--- src/rtl/typing_stats.sv ---
// Typing-round tracker: captures keys into a word buffer, scores committed words,
// ends the round on time or word count and derives WPM/accuracy with one shared divider.
module typing_stats #(
    parameter int MAX_LEN       = 25,
    parameter int CHAR_W        = 5,
    parameter int LEN_W         = 5,
    parameter int TICKS_PER_SEC = 10,
    parameter int TIME_W        = 11,
    parameter int CNT_W         = 12
) (
    input  logic                      clk,
    input  logic                      rst,
    input  logic [1:0]                state,
    input  logic                      mode,
    input  logic [6:0]                target,
    input  logic                      tick,
    input  logic                      key_strobe,
    input  logic [4:0]                key_num,
    input  logic [MAX_LEN*CHAR_W-1:0] word,
    input  logic [LEN_W-1:0]          word_len,
    output logic [MAX_LEN*CHAR_W-1:0] type_buf,
    output logic [LEN_W-1:0]          cursor,
    output logic                      word_done,
    output logic [CNT_W-1:0]          words_typed,
    output logic [CNT_W-1:0]          correct_words,
    output logic [7:0]                wpm,
    output logic [6:0]                acc,
    output logic                      finish
);
    localparam int DIV_W = 2*CNT_W + 8;
    localparam int BIT_W = $clog2(DIV_W);
    localparam logic [1:0]       ST_SELECT = 2'd0;
    localparam logic [1:0]       ST_INGAME = 2'd2;
    localparam logic [LEN_W-1:0] MAX_LEN_L = LEN_W'(MAX_LEN);

    typedef enum logic [1:0] {S_IDLE = 2'd0, S_DIV_WPM = 2'd1, S_DIV_ACC = 2'd2} stats_state_t;

    logic [CHAR_W-1:0] buf_r      [MAX_LEN];
    logic [CHAR_W-1:0] word_arr_s [MAX_LEN];
    logic [LEN_W-1:0]  cursor_r;
    logic [CNT_W-1:0]  words_typed_r, correct_words_r, correct_chars_r;
    logic [CNT_W-1:0]  total_keys_r, correct_keys_r;
    logic [TIME_W-1:0] elapsed_r;
    logic [6:0]        target_q_r;
    logic              finish_r, word_done_r;
    logic              in_select_s, active_s, fin_cond_s, fin_set_s, start_s;
    logic              is_letter_s, is_bksp_s, is_space_s, match_s;
    logic [CHAR_W-1:0] exp_char_s;

    stats_state_t      stats_r, stats_nxt_s;
    logic              pending_r;
    logic [DIV_W-1:0]  quo_r, dsr_r, quo_nxt_s;
    logic [DIV_W:0]    rem_r, rem_nxt_s, rem_sh_s;
    logic [BIT_W-1:0]  bit_cnt_r;
    logic              last_bit_s;
    logic [CNT_W-1:0]  ck_snap_r, tk_snap_r;
    logic              wpm_zero_r;
    logic [7:0]        wpm_tmp_r, wpm_r;
    logic [6:0]        acc_r;

    // Key decode, round gating and finish condition
    always_comb begin
        in_select_s = (state == ST_SELECT);
        active_s    = (state == ST_INGAME) && !finish_r;
        is_letter_s = (key_num >= 5'd1) && (key_num <= 5'd26);
        is_bksp_s   = (key_num == 5'd27);
        is_space_s  = (key_num == 5'd28);
        if (mode) begin
            fin_cond_s = (words_typed_r == CNT_W'(target_q_r));
        end else begin
            fin_cond_s = (elapsed_r == TIME_W'(target_q_r) * TIME_W'(TICKS_PER_SEC));
        end
        fin_set_s = active_s && fin_cond_s;
        start_s   = (active_s && tick) || fin_set_s;
    end

    // Unpack the expected word, pack the typed buffer and compare the two
    always_comb begin
        type_buf = '0;
        match_s  = (cursor_r == word_len);
        for (int i = 0; i < MAX_LEN; i++) begin
            word_arr_s[i] = word[i*CHAR_W +: CHAR_W];
            type_buf[i*CHAR_W +: CHAR_W] = buf_r[i];
            if ((LEN_W'(i) < word_len) && (buf_r[i] != word_arr_s[i])) begin
                match_s = 1'b0;
            end else begin
                match_s = match_s;
            end
        end
        if (cursor_r < MAX_LEN_L) begin
            exp_char_s = word_arr_s[cursor_r];
        end else begin
            exp_char_s = '0;
        end
    end

    // Round state: buffer, cursor, counters, timer and sticky finish
    always_ff @(posedge clk or posedge rst) begin
        if (rst) begin
            for (int i = 0; i < MAX_LEN; i++) buf_r[i] <= '0;
            cursor_r        <= '0;
            words_typed_r   <= '0;
            correct_words_r <= '0;
            correct_chars_r <= '0;
            total_keys_r    <= '0;
            correct_keys_r  <= '0;
            elapsed_r       <= '0;
            finish_r        <= 1'b0;
            word_done_r     <= 1'b0;
            target_q_r      <= '0;
        end else if (in_select_s) begin
            for (int i = 0; i < MAX_LEN; i++) buf_r[i] <= '0;
            cursor_r        <= '0;
            words_typed_r   <= '0;
            correct_words_r <= '0;
            correct_chars_r <= '0;
            total_keys_r    <= '0;
            correct_keys_r  <= '0;
            elapsed_r       <= '0;
            finish_r        <= 1'b0;
            word_done_r     <= 1'b0;
            target_q_r      <= target;
        end else begin
            word_done_r <= 1'b0;
            if (fin_set_s) finish_r <= 1'b1;
            if (active_s && tick && (elapsed_r != '1)) elapsed_r <= elapsed_r + TIME_W'(1);
            if (active_s && key_strobe) begin
                if (is_letter_s) begin
                    // A full buffer swallows the key without touching any counter
                    if (cursor_r < MAX_LEN_L) begin
                        buf_r[cursor_r] <= CHAR_W'(key_num);
                        cursor_r        <= cursor_r + LEN_W'(1);
                        total_keys_r    <= total_keys_r + CNT_W'(1);
                        if ((cursor_r < word_len) && (CHAR_W'(key_num) == exp_char_s)) begin
                            correct_keys_r <= correct_keys_r + CNT_W'(1);
                        end
                    end
                end else if (is_bksp_s) begin
                    if (cursor_r != '0) begin
                        buf_r[cursor_r - LEN_W'(1)] <= '0;
                        cursor_r <= cursor_r - LEN_W'(1);
                    end
                end else if (is_space_s) begin
                    if (cursor_r != '0) begin
                        words_typed_r <= words_typed_r + CNT_W'(1);
                        total_keys_r  <= total_keys_r + CNT_W'(1);
                        if (match_s) begin
                            correct_words_r <= correct_words_r + CNT_W'(1);
                            correct_chars_r <= correct_chars_r + CNT_W'(word_len) + CNT_W'(1);
                            correct_keys_r  <= correct_keys_r + CNT_W'(1);
                        end
                        for (int i = 0; i < MAX_LEN; i++) buf_r[i] <= '0;
                        cursor_r    <= '0;
                        word_done_r <= 1'b1;
                    end
                end
            end
        end
    end

    // Stats FSM state register
    always_ff @(posedge clk or posedge rst) begin
        if (rst) begin
            stats_r <= S_IDLE;
        end else begin
            stats_r <= stats_nxt_s;
        end
    end

    // Restoring divider step and stats FSM next state
    always_comb begin
        rem_sh_s   = {rem_r[DIV_W-1:0], quo_r[DIV_W-1]};
        last_bit_s = (bit_cnt_r == BIT_W'(DIV_W - 1));
        if (rem_sh_s >= {1'b0, dsr_r}) begin
            rem_nxt_s = rem_sh_s - {1'b0, dsr_r};
            quo_nxt_s = {quo_r[DIV_W-2:0], 1'b1};
        end else begin
            rem_nxt_s = rem_sh_s;
            quo_nxt_s = {quo_r[DIV_W-2:0], 1'b0};
        end
        stats_nxt_s = stats_r;
        if (in_select_s) begin
            stats_nxt_s = S_IDLE;
        end else begin
            case (stats_r)
                S_IDLE:    stats_nxt_s = pending_r ? S_DIV_WPM : S_IDLE;
                S_DIV_WPM: stats_nxt_s = last_bit_s ? S_DIV_ACC : S_DIV_WPM;
                S_DIV_ACC: stats_nxt_s = last_bit_s ? S_IDLE : S_DIV_ACC;
                default:   stats_nxt_s = S_IDLE;
            endcase
        end
    end

    // Divider operands, request merging and result registers
    always_ff @(posedge clk or posedge rst) begin
        if (rst) begin
            pending_r  <= 1'b0;
            quo_r      <= '0;
            rem_r      <= '0;
            dsr_r      <= '0;
            bit_cnt_r  <= '0;
            ck_snap_r  <= '0;
            tk_snap_r  <= '0;
            wpm_zero_r <= 1'b0;
            wpm_tmp_r  <= '0;
            wpm_r      <= '0;
            acc_r      <= '0;
        end else if (in_select_s) begin
            pending_r <= 1'b0;
            wpm_r     <= '0;
            acc_r     <= '0;
        end else begin
            pending_r <= start_s || (pending_r && (stats_r != S_IDLE));
            case (stats_r)
                S_IDLE: begin
                    // Snapshot every operand now so both divisions see one consistent state
                    if (pending_r) begin
                        quo_r      <= DIV_W'(correct_chars_r) * DIV_W'(60 * TICKS_PER_SEC);
                        dsr_r      <= DIV_W'(elapsed_r) * DIV_W'(5);
                        rem_r      <= '0;
                        bit_cnt_r  <= '0;
                        wpm_zero_r <= (elapsed_r == '0);
                        ck_snap_r  <= correct_keys_r;
                        tk_snap_r  <= total_keys_r;
                    end
                end
                S_DIV_WPM: begin
                    quo_r     <= quo_nxt_s;
                    rem_r     <= rem_nxt_s;
                    bit_cnt_r <= bit_cnt_r + BIT_W'(1);
                    if (last_bit_s) begin
                        if (wpm_zero_r) begin
                            wpm_tmp_r <= '0;
                        end else if (|quo_nxt_s[DIV_W-1:8]) begin
                            wpm_tmp_r <= 8'd255;
                        end else begin
                            wpm_tmp_r <= quo_nxt_s[7:0];
                        end
                        quo_r     <= DIV_W'(ck_snap_r) * DIV_W'(100);
                        dsr_r     <= DIV_W'(tk_snap_r);
                        rem_r     <= '0;
                        bit_cnt_r <= '0;
                    end
                end
                S_DIV_ACC: begin
                    quo_r     <= quo_nxt_s;
                    rem_r     <= rem_nxt_s;
                    bit_cnt_r <= bit_cnt_r + BIT_W'(1);
                    if (last_bit_s) begin
                        wpm_r <= wpm_tmp_r;
                        acc_r <= (tk_snap_r == '0) ? 7'd100 : quo_nxt_s[6:0];
                    end
                end
                default: begin
                    bit_cnt_r <= '0;
                end
            endcase
        end
    end

    assign cursor        = cursor_r;
    assign word_done     = word_done_r;
    assign words_typed   = words_typed_r;
    assign correct_words = correct_words_r;
    assign wpm           = wpm_r;
    assign acc           = acc_r;
    assign finish        = finish_r;
endmodule

--- config.mk ---
export PLATFORM = sky130hd
export DESIGN_NAME = typing_stats
export DESIGN_NICKNAME = d
export VERILOG_FILES = /design/src/rtl/typing_stats.sv
export SDC_FILE = /design/constraint.sdc
export NUM_CORES = 1
export LEC_CHECK = 0
export CAP_MARGIN = 20
export CORE_MARGIN = 1
export CORE_UTILIZATION = 43
export DETAILED_ROUTE_END_ITERATION = 10
export PLACE_DENSITY_LB_ADDON = 0.12
export SLEW_MARGIN = 10
export SYNTH_ARGS = -nofsm -noshare
export SYNTH_HDL_FRONTEND = slang
export SYNTH_SLANG_ARGS = --single-unit
--- constraint.sdc ---
create_clock -name clk -period 13.5 [get_ports clk]
set_clock_uncertainty 0.15 [all_clocks]
set_input_delay 4.05 -clock clk [delete_from_list [all_inputs] [get_ports clk]]
set_output_delay 4.05 -clock clk [all_outputs]
set_load 0.02 [all_outputs]
==> out/qor.log, run 1 <==
qor: final_layout.ff_latch_area 8610 sq um
qor: place.gpl.final_weighted_congestion 0.9571
qor: worst_setup_path.setup.worst_path.class in -> reg
qor: yosys.synth_top_area_cells dfrtp_1 (38%), ha_1 (8.8%), xnor2_1 (4.8%)
qor: yosys.ys_ff_latch 344
qor: worst_setup_path.cp_capture_type flip-flop
qor: yosys.most_frequent_cells_after_synthesis dfrtp_1 (344), nand2_1 (212), ha_1 (160)
qor: worst_setup_path.cp.required 13.85 ns
qor: clock_network.number_of_cells_upsized_or_downsized_after_cts 0
qor: clock_network.clock_transition_at_the_register_clock_pins_on_the_worst_setup_and_hold_paths_after_cts 0.06 ns
qor: clock_network.clock_sink_count 344
qor: yosys.syn_inst_count 2379
qor: yosys.post_synth.cell_area_avg 9.596 sq um
qor: die.cell_rows 84
qor: sta.max_freq 122.6 MHz
qor: final_layout.antenna-diode-count 0
qor: worst_setup_path.startpoint_type input pin
qor: clock_network.clock_tree.buffer_depth 3
qor: clock_network.insertion_delay 0.58 ns
qor: yosys.post_synth_edffs 0
qor: yosys.number_of_distinct_library_cell_variants_in_the_gate_level_netlist_after_synthesis 88
qor: yosys.synthMostInstantiatedCell dfrtp_1
qor: worst_setup_path.cp_data_arrival_time 8.50 ns
qor: die.floorplan.initialDensity 0.4344
qor: power_and_ir_drop.ir_worst_vdd 110.7 uV
qor: sta.timing.max_slew.rel_slack 0.2623
qor: run.maxCapViolCount 0
qor: die.ios 320
qor: yosys.yosysSeqAreaShare 0.3771
qor: drt.drt-pass1-iter-count 7
qor: drt.route.detailed.wl_per_inst 23.09 microns
qor: die.die_w 232.4 microns
qor: drt.detailroute.via_count 20.01k
qor: sta.finalSetupTns 0 ns
qor: sta.rsz_0062_raised_after_global_routing false
qor: place.post-dp-hpwl 57890 microns
qor: drt.drc_violation_count_after_routing 0
qor: final_layout.post-route-cell-area 27940 sq um
qor: yosys.synth_fp_nets 2714
qor: worst_hold_path.min_path_type reg -> reg
qor: sta.report.final.hold_viol_count 0
qor: yosys.synthesis.area 22830 sq um
qor: place.detailed_place.area 26580 sq um
qor: final_layout.final.fill_count 4788
qor: worst_setup_path.critical_path_buf_inv_count 2
qor: place.portbufs 319
qor: final_layout.area.growth.synth_to_final 22.40%
qor: drt.antenna_violating_nets_post_route 0
qor: grt.grt-ovfl-total 0
qor: die.die_h 232.4 microns
qor: worst_setup_path.critical_path.slowest_cell and3_1
qor: grt.global_route.usage.total 0.2850
qor: sta.fraction_of_the_cycle_the_final_worst_path_needs 0.6041
qor: yosys.predominant_post_synthesis_flop_cell dfrtp_1
qor: final_layout.drive_gt1_frac 0.06979
qor: worst_setup_path.worst_path_dominant_cell_family compound AO/OA/AOI/OAI gates
qor: sta.report.final.setup_viol 0
qor: final_layout.final_net_count 2978
qor: sta.period_needed 8.155 ns
qor: worst_setup_path.critPathMaxFanout 27
qor: clock_network.cts-buffers-inserted 41
qor: clock_network.clk_root_buffer_cell clkbuf_16
qor: drt.drt_iter0_drc 1738
qor: yosys.async_flop_share 1.000
qor: power_and_ir_drop.power.density_cell_area 140.8 nW/um^2
qor: drt.totalWireLength 77420 microns
qor: grt.grt_max_degree 83
qor: sta.finalMaxSlewViolations 0
qor: yosys.ys.warnings.count 0
qor: clock_network.cts_hold_buf 0
qor: grt.first_pass_grt_wire_length 118500 microns
qor: sta.timing_worst_slew_pin_value 1.107 ns
qor: clock_network.cts_tree yes
qor: worst_setup_path.series_of_cell_instances_along_the_critical_path clkdlybuf4s50_1 > buf_4 > nand2_1 > o2bb2ai_1 > o31ai_1 > a21o_1 > o41ai_1 > and3_1 > a32o_1
qor: die.floorplan_core_area 52550 sq um
qor: final_layout.multi_input_area 13150 sq um
qor: clock_network.htree_num_levels 2
qor: grt.antenna_found_initial 0
qor: power_and_ir_drop.p_leak 12.65 nW
qor: grt.first_global_vias 19.93k
qor: run_status.run_status finished, final reports clean
qor: clock_network.postCtsSetupBuffers 0
qor: worst_setup_path.critical_r2r_launch cursor[1]
qor: drt.detail_route.vias_per_cell 5.967
qor: worst_setup_path.timing.critical_path.from key_num[4]
qor: worst_setup_path.critPathMaxStageDelay 1.03 ns
qor: die.dieArea 54020 sq um
qor: yosys.synth_top_cell_by_area dfrtp_1
qor: yosys.synth_top_area_frac 0.3771
qor: worst_hold_path.holdCritStartpoint rem_r[31]
qor: worst_setup_path.r2r_setup_slack 8.22 ns
==> layer usage <==
metal	GRT usage	part of all wire	wire (microns)	vias to the layer above
li1	-	-	-	9172
met1	0.3705	0.42	32470	9926
met2	0.4603	0.47	36340	737
met3	0.04694	0.063	4870	171
met4	0.1367	0.048	3747	0
met5	0	0	0	-
==> cell type report <==
type / instances / share of cell area
clock buffers: 54 / 0.04137
repair buffers: 353 / 0.1241
inverters: 141 / 0.01907
well taps: 688 / 0.03081
flip-flops and latches: 344 / 0.3081
multi-input cells: 1762 / 0.4705
clock inverters: 11 / 0.006045
==> tightest hold or removal path: stages (launching register included) <==
cell and delay (ns):
dfrtp_1 0.33, nand2_1 0.05, o31ai_1 0.06
==> flip-flops by register name, summed over array words and instances, names as in the netlist, 2 cells and up <==
name / cells
type_buf: 125
quo_r: 32
rem_r: 32
dsr_r: 14
ck_snap_r: 12
correct_chars_r: 12
correct_keys_r: 12
correct_words: 12
tk_snap_r: 12
total_keys_r: 12
words_typed: 12
elapsed_r: 11
wpm: 8
wpm_tmp_r: 8
acc: 7
target_q_r: 7
bit_cnt_r: 5
cursor: 5
stats_r: 2
==> path summary, 6_finish.rpt <==
kind / to / cells past startpoint
setup / recovery: type_buf[80] / 9
hold / removal: rem_r[31] / 2
setup reg to reg: type_buf[80] / 10
hold reg to reg: rem_r[31] / 2
max in group asynchronous: correct_keys_r[11] / 4
min in group asynchronous: type_buf[68] / 2
==> placed cells by master, fill, tap and decap left out, types with 13 or more instances in the layout <==
| cell type | count |
|---|---|
| xnor2_1 | 125 |
| a32o_1 | 102 |
| and3_1 | 20 |
| fa_1 | 26 |
| o22ai_1 | 13 |
| clkdlybuf4s50_1 | 319 |
| or3_1 | 42 |
| nand4_1 | 17 |
| xor2_1 | 118 |
| mux2i_1 | 14 |
| clkbuf_16 | 42 |
| nor2_1 | 127 |
| ha_1 | 160 |
| a22o_1 | 17 |
| a21oi_1 | 135 |
| o21ai_0 | 101 |
| nor2b_1 | 20 |
| a21o_1 | 21 |
| mux2_2 | 41 |
| buf_4 | 31 |
| nand2b_1 | 18 |
| dfrtp_1 | 343 |
| nor4_1 | 35 |
| o211ai_1 | 13 |
| o31ai_1 | 24 |
| inv_1 | 137 |
| a211oi_1 | 14 |
| nand3_1 | 87 |
| nor3_1 | 60 |
| nand2_1 | 212 |
==> metrics by stage <==
step / setup slack [ns] / hold WS [ns] / util / power, W / cells
3_5_place_dp: 4.871 / 0.3158 / 0.5058 / 0.002797 / 3285
5_1_grt: 5.076 / 0.3520 / 0.5318 / 0.004118 / 3353
2_1_floorplan: 4.698 / 0.2899 / - / 0.002262 / 2379
4_1_cts: 5.471 / 0.3300 / 0.5310 / 0.003933 / 3350
6_report: 5.345 / 0.3223 / 0.5318 / 0.003934 / 3353
3_3_place_gp: 5.006 / 0.3027 / 0.5058 / 0.002785 / 3285
==> where the power goes <==
group	leakage [nW]	switching [W]	internal [W]
combinational	7.27	0.000949	0.000598
clock	0.651	0.000449	0.000673
sequential	4.74	0.000131	0.00113
==> cells by family (layout without fill, tap and decap cells) <==
logic type / after synthesis / after routing / share of synthesized area
AO/OA/AOI/OAI: 565 / 565 / 0.1778
XOR/XNOR: 243 / 243 / 0.09323
adder cells (fa/ha/maj): 186 / 186 / 0.1105
buffers and inverters: 273 / 559 / 0.04861
flip-flops: 344 / 344 / 0.3771
multiplexers: 73 / 73 / 0.04395
AND/OR/NAND/NOR: 695 / 695 / 0.1488
Power figures use the tool's default switching activity.
==> run 2: changes to the inputs <==
==> constraint.sdc (replaced) <==
create_clock -name clk -period 6.64 [get_ports clk]
set_clock_uncertainty 0.15 [all_clocks]
set_input_delay 1.992 -clock clk [delete_from_list [all_inputs] [get_ports clk]]
set_output_delay 1.992 -clock clk [all_outputs]
set_load 0.02 [all_outputs]
==> run 2 against run 1 <==
Effect of this change:
- cell area up 0.53%
- register-to-register slack worse by 6.1 ns
- largest cell class unchanged
- core utilization is 0.28 points higher
- hold slack improved by 0.0058 ns
- non-clock buffer count grew 9
- via count increased by 0.23%
==> out/qor.log, run 2 (synthesis results as in run 1) <==
qor: sta.period_needed 5.388 ns
qor: clock_network.number_of_cells_upsized_or_downsized_after_cts 0
qor: final_layout.post-route-cell-area 28090 sq um
qor: worst_setup_path.cp.required 7.00 ns
qor: sta.timing_worst_slew_pin_value 1.009 ns
qor: final_layout.final.fill_count 4844
qor: drt.drt_iter0_drc 1721
qor: clock_network.htree_num_levels 2
qor: grt.global_route.usage.total 0.2830
qor: sta.holdWs 0.3281 ns
qor: place.place.detailed.instances 3297
qor: final_layout.final_cell_mix dfrtp_1 (343), clkdlybuf4s50_1 (319), nand2_1 (212), ha_1 (160), inv_1 (137)
qor: run.maxCapViolCount 0
qor: grt.grtUsageMet3 0.04877
qor: power_and_ir_drop.power.combinational.fraction 0.387
qor: power_and_ir_drop.clkPwrFrac 0.292
qor: grt.grt_util_met2 0.4649
qor: worst_setup_path.timing.critical_path.from key_num[3]
qor: power_and_ir_drop.p_leak 12.74 nW
qor: worst_setup_path.critical_path.slowest_cell clkdlybuf4s50_1
qor: worst_setup_path.critical-path-top-cell-by-count buf_4
qor: clock_network.cts_hold_buf 0
qor: die.dieArea 54020 sq um
qor: drt.route.detailed.wl_per_inst 22.73 microns
qor: die.die_w 232.4 microns
qor: final_layout.layout.cells.most_common dfrtp_1
qor: grt.grt-ovfl-total 0
qor: clock_network.postCtsSetupBuffers 0
qor: power_and_ir_drop.switching_power 0.003108 W
qor: worst_setup_path.setup.worst_path.class in -> reg
qor: sta.max_freq 185.6 MHz
qor: worst_setup_path.cp_data_arrival_time 5.75 ns
qor: clock_network.clock_transition_at_the_register_clock_pins_on_the_worst_setup_and_hold_paths_after_cts 0.06 ns
qor: final_layout.drive_gt1_frac 0.07492
qor: power_and_ir_drop.ir_worst_vdd 203.3 uV
qor: worst_setup_path.critical_r2r_launch cursor[0]
qor: drt.drc_violation_count_after_routing 0
qor: grt.antenna_found_initial 4
qor: grt.top_usage_layer met2
qor: sta.timing.max_slew.rel_slack 0.3267
qor: place.post-place-ws 0.7479 ns
qor: power_and_ir_drop.switching_share 0.3860
qor: final_layout.antenna-diode-count 0
qor: die.floorplan.initialDensity 0.4344
qor: drt.detail_route.vias_per_cell 5.948
qor: drt.totalWireLength 76630 microns
qor: clock_network.cts-buffers-inserted 40
qor: grt.grt_max_degree 147
qor: sta.fraction_of_the_cycle_the_final_worst_path_needs 0.8115
qor: clock_network.clock_tree.buffer_depth 3
qor: drt.antenna_violating_nets_post_route 0
qor: run_status.run_status finished, final reports clean
qor: power_and_ir_drop.seqPwrFrac 0.320
qor: worst_setup_path.startpoint_type input pin
qor: drt.detailroute.via_count 20.05k
qor: worst_hold_path.holdCritStartpoint wpm_tmp_r[1]
qor: die.ios 320
qor: sta.rsz_0062_raised_after_global_routing false
qor: worst_setup_path.series_of_cell_instances_along_the_critical_path clkdlybuf4s50_1 > nand2_1 > o2bb2ai_1 > buf_4 > o31ai_1 > a21o_1 > a31o_2 > o41ai_1 > buf_4 > and3_1 > buf_4 > a32o_1
qor: place.post-dp-hpwl 57610 microns
qor: final_layout.layout.cells.non_filler 3371
qor: sta.report.final.setup_viol 0
qor: die.cell_rows 84
qor: place.detailed_place.area 26700 sq um
qor: final_layout.area.growth.synth_to_final 23.06%
qor: worst_setup_path.critPathMaxFanout 16
qor: place.gpl.final_weighted_congestion 0.9528
qor: sta.worst_slack 1.252 ns
qor: final_layout.largest_register_ff_count 125
qor: worst_hold_path.min_path_type reg -> reg
qor: worst_setup_path.cp_capture_type flip-flop
qor: sta.finalMaxSlewViolations 0
qor: place.portbufs 319
qor: clock_network.insertion_delay 0.58 ns
qor: power_and_ir_drop.power.density_cell_area 286.6 nW/um^2
qor: die.floorplan_core_area 52550 sq um
qor: power_and_ir_drop.internal_power 0.004943 W
qor: final_layout.final_net_count 2986
qor: clock_network.cts_tree yes
qor: clock_network.clk_root_buffer_cell clkbuf_16
qor: sta.report.final.hold_viol_count 0
qor: worst_setup_path.critPathMaxStageDelay 0.86 ns
qor: grt.first_pass_grt_wire_length 117600 microns
qor: grt.first_global_vias 19.77k
qor: sta.finalSetupTns 0 ns
qor: grt.grt.met1_usage 0.3659
qor: drt.drt-pass1-iter-count 6
qor: die.die_h 232.4 microns
qor: clock_network.clock_sink_count 344
[run 2: cell types whose count changed in the layout (fill, tap and decap cells not counted), moves of 2 or more]
cell and delta:
buf_12 +3, buf_4 +9, buf_8 -2, clkbuf_1 +3
clkbuf_8 +5, inv_6 +2
[run 2: metal layers]
layer,vias up,share of wire
met1,9924,0.41
met3,170,0.063
met5,-,0.00061
met4,6,0.043
li1,9193,-
met2,759,0.48
[run 2: cell type report]
| cell class | instances | area, sq um | area share |
|---|---|---|---|
| clock inverter | 13 | 181.4 | 0.006458 |
| tap | 688 | 860.8 | 0.03064 |
| timing repair buffer | 362 | 3553 | 0.1265 |
| clock buffer | 61 | 1211 | 0.04311 |
| multi-input combinational | 1762 | 13140 | 0.4679 |
| inverter | 141 | 533.0 | 0.01897 |
| sequential | 344 | 8610 | 0.3065 |
[run 2: final timing paths]
| check | endpoint | slack, ns | cells past startpoint |
|---|---|---|---|
| setup / recovery | type_buf[20] | 1.25 | 12 |
| setup reg to reg | type_buf[20] | 2.11 | 13 |
| min in group asynchronous | type_buf[62] | 1.74 | 2 |
| max in group asynchronous | correct_words[4] | 3.38 | 3 |
| hold reg to reg | wpm_tmp_r[1] | 0.33 | 2 |
| hold / removal | wpm_tmp_r[1] | 0.33 | 2 |
[run 2: worst max-delay path: cells and delay by family]
| kind | cells | cell delay, ns |
|---|---|---|
| AO/OA/AOI/OAI | 6 | 1.11 |
| buffers and inverters | 4 | 1.61 |
| AND/OR/NAND/NOR | 2 | 1.02 |
[run 2: power groups by stage]
| stage | clock, W | combinational, W | sequential, W |
|---|---|---|---|
| floorplan | 0 | 0.00197 | 0.00263 |
| global placement | 0 | 0.00303 | 0.00261 |
| detailed placement | 0 | 0.00308 | 0.00261 |
| CTS | 0.00239 | 0.00310 | 0.00258 |
| global route | 0.00247 | 0.00337 | 0.00260 |
| finish | 0.00235 | 0.00312 | 0.00258 |
[run 2: per-stage QoR]
stage | util | total power (W)
2_1_floorplan | - | 0.004598
3_3_place_gp | 0.5081 | 0.005645
3_5_place_dp | 0.5081 | 0.005694
4_1_cts | 0.5346 | 0.008071
5_1_grt | 0.5346 | 0.008443
6_report | 0.5346 | 0.008051
==> run 3: changes to the inputs <==
==> constraint.sdc (replaced) <==
create_clock -name clk -period 4.49 [get_ports clk]
set_clock_uncertainty 0.15 [all_clocks]
set_input_delay 1.347 -clock clk [delete_from_list [all_inputs] [get_ports clk]]
set_output_delay 1.347 -clock clk [all_outputs]
set_load 0.02 [all_outputs]
==> run 3 against run 2 <==
Effect of this change:
- sequential cell count did not move
- hold slack barely moved
- core utilization grew 2.6 points
- cell area grew 4.8%
- final cell count is 4.8% higher
- largest cell class unchanged
==> out/qor.log, run 3 (synthesis results as in run 1) <==
qor: run_status.run_status finished, final reports clean
qor: drt.detailroute.via_count 20.54k
qor: final_layout.final_net_count 3149
qor: final_layout.drive_gt1_frac 0.1304
qor: clock_network.postCtsSetupBuffers 0
qor: die.die_w 232.4 microns
qor: worst_setup_path.r2r_setup_slack 0.21 ns
qor: grt.first_pass_grt_wire_length 121700 microns
qor: final_layout.layout.cells.most_common dfrtp_1
qor: worst_setup_path.cp.required 4.82 ns
qor: clock_network.cts-buffers-inserted 41
qor: worst_setup_path.setup.worst_path.class in -> reg
qor: die.cell_rows 84
qor: die.ios 320
qor: clock_network.cts_tree yes
qor: clock_network.clock_transition_at_the_register_clock_pins_on_the_worst_setup_and_hold_paths_after_cts 0.06 ns
qor: final_layout.antenna-diode-count 0
qor: drt.totalWireLength 79410 microns
qor: final_layout.area.growth.synth_to_final 28.99%
qor: sta.holdWs 0.3281 ns
qor: grt.first_global_vias 20.54k
qor: sta.max_freq 225.2 MHz
qor: clock_network.clock_sink_count 344
qor: final_layout.largest_register_ff_count 125
qor: die.die_h 232.4 microns
qor: sta.timing.max_slew.rel_slack 0.2885
qor: power_and_ir_drop.power.density_cell_area 412.6 nW/um^2
qor: sta.period_needed 4.441 ns
qor: drt.route.detailed.wl_per_inst 22.48 microns
qor: sta.finalMaxSlewViolations 0
qor: drt.detail_route.vias_per_cell 5.815
qor: grt.grt-ovfl-total 0
qor: power_and_ir_drop.p_leak 13.59 nW
qor: run.maxCapViolCount 0
qor: clock_network.clk_root_buffer_cell clkbuf_16
qor: worst_setup_path.cp_capture_type flip-flop
qor: place.gpl.final_weighted_congestion 0.9912
qor: final_layout.final_cell_mix dfrtp_1 (343), clkdlybuf4s50_1 (318), nand2_1 (212), buf_4 (193), ha_1 (160)
qor: clock_network.cts_hold_buf 0
qor: clock_network.clock_tree.buffer_depth 3
qor: grt.antenna_found_initial 2
qor: worst_setup_path.cp_data_arrival_time 4.77 ns
qor: die.floorplan_core_area 52550 sq um
qor: drt.drt_iter0_drc 1582
qor: sta.report.final.hold_viol_count 0
qor: drt.drt-pass1-iter-count 6
qor: power_and_ir_drop.ir_worst_vdd 358.5 uV
qor: sta.finalSetupTns 0 ns
qor: worst_hold_path.min_path_type reg -> reg
qor: place.post-dp-hpwl 61250 microns
qor: drt.drc_violation_count_after_routing 0
qor: grt.grt_max_degree 59
qor: place.portbufs 319
qor: die.dieArea 54020 sq um
qor: worst_setup_path.critPathMaxFanout 6
qor: worst_setup_path.startpoint_type input pin
qor: clock_network.htree_num_levels 2
qor: sta.timing_worst_slew_pin_value 1.066 ns
qor: sta.fraction_of_the_cycle_the_final_worst_path_needs 0.9891
qor: clock_network.insertion_delay 0.59 ns
qor: die.floorplan.initialDensity 0.4344
qor: drt.antenna_violating_nets_post_route 0
qor: grt.global_route.usage.total 0.2930
qor: sta.report.final.setup_viol 0
## run 3: cell count changes in the layout (fill, tap and decap cells not counted), moves of 2 or more
cell,change
buf_4,+153
clkinv_2,+5
clkbuf_8,+2
clkbuf_1,-5
inv_6,-2
buf_12,+9
bufinv_16,-2
a2111oi_0,-2
## run 3: metrics by stage
| stage | total power [W] | setup WS, ns | instances | instance area [sq um] | utilization |
|---|---|---|---|---|---|
| floorplan | 0.006800 | -1.609 | 2379 | 22830 | - |
| global placement | 0.008651 | -0.3964 | 3459 | 28030 | 0.5333 |
| detailed placement | 0.008700 | -0.4992 | 3459 | 28030 | 0.5333 |
| CTS | 0.01216 | 0.06970 | 3533 | 29420 | 0.5598 |
| global route | 0.01275 | -0.01559 | 3533 | 29450 | 0.5604 |
| finish | 0.01215 | 0.04888 | 3533 | 29450 | 0.5604 |
## run 3: area by class of cell
| type | count | area [sq um] |
|---|---|---|
| clock buffer | 59 | 1245 |
| clock inverter | 15 | 145.1 |
| fill | 4706 | 23100 |
| inverter | 141 | 533.0 |
| multi-input combinational | 1762 | 13170 |
| sequential | 344 | 8610 |
| tap | 688 | 860.8 |
| timing repair buffer | 524 | 4885 |
## run 3: what timing repair did
| action | 4_1_cts | 5_1_grt |
|---|---|---|
| setup endpoints to repair | 0 | 18 |
| endpoints found under the hold margin | 0 | 0 |
| resized for setup | 0 | 8 |
## run 3: critical path: stages
cell,delay [ns]
clkdlybuf4s50_1,0.54
xnor2_1,0.29
nand3_1,0.19
nor4_1,0.44
o22a_1,0.23
nand4b_1,0.17
nor4_4,0.41
buf_4,0.21
nand2_2,0.08
or2_1,0.32
or3_1,0.38
a21oi_1,0.17
## run 3: power breakdown
part | leakage (nW) | internal (W) | switching [W] | total [W]
Sequential | 4.74 | 0.00341 | 0.000478 | 0.00389
Clock | 0.691 | 0.00204 | 0.00138 | 0.00342
Combinational | 8.16 | 0.00201 | 0.00283 | 0.00484
## run 3: layer usage
metal,GRT usage,wire [microns],share of wire,vias up
met1,0.3772,33590,0.42,10122
met3,0.04926,4457,0.056,171
met4,0.1221,3537,0.045,4
li1,-,-,-,9528
met5,0,24,0.00030,-
met2,0.4855,37800,0.48,718
## run 3: path summary, 6_finish.rpt
check	endpoint	start	depth (start not counted)
setup / recovery	correct_chars_r[10]	word[3]	12
hold / removal	bit_cnt_r[4]	bit_cnt_r[4]	2
setup reg to reg	quo_r[20]	correct_chars_r[4]	15
hold reg to reg	bit_cnt_r[4]	bit_cnt_r[4]	2
max in group asynchronous	type_buf[7]	rst	3
min in group asynchronous	type_buf[74]	rst	2
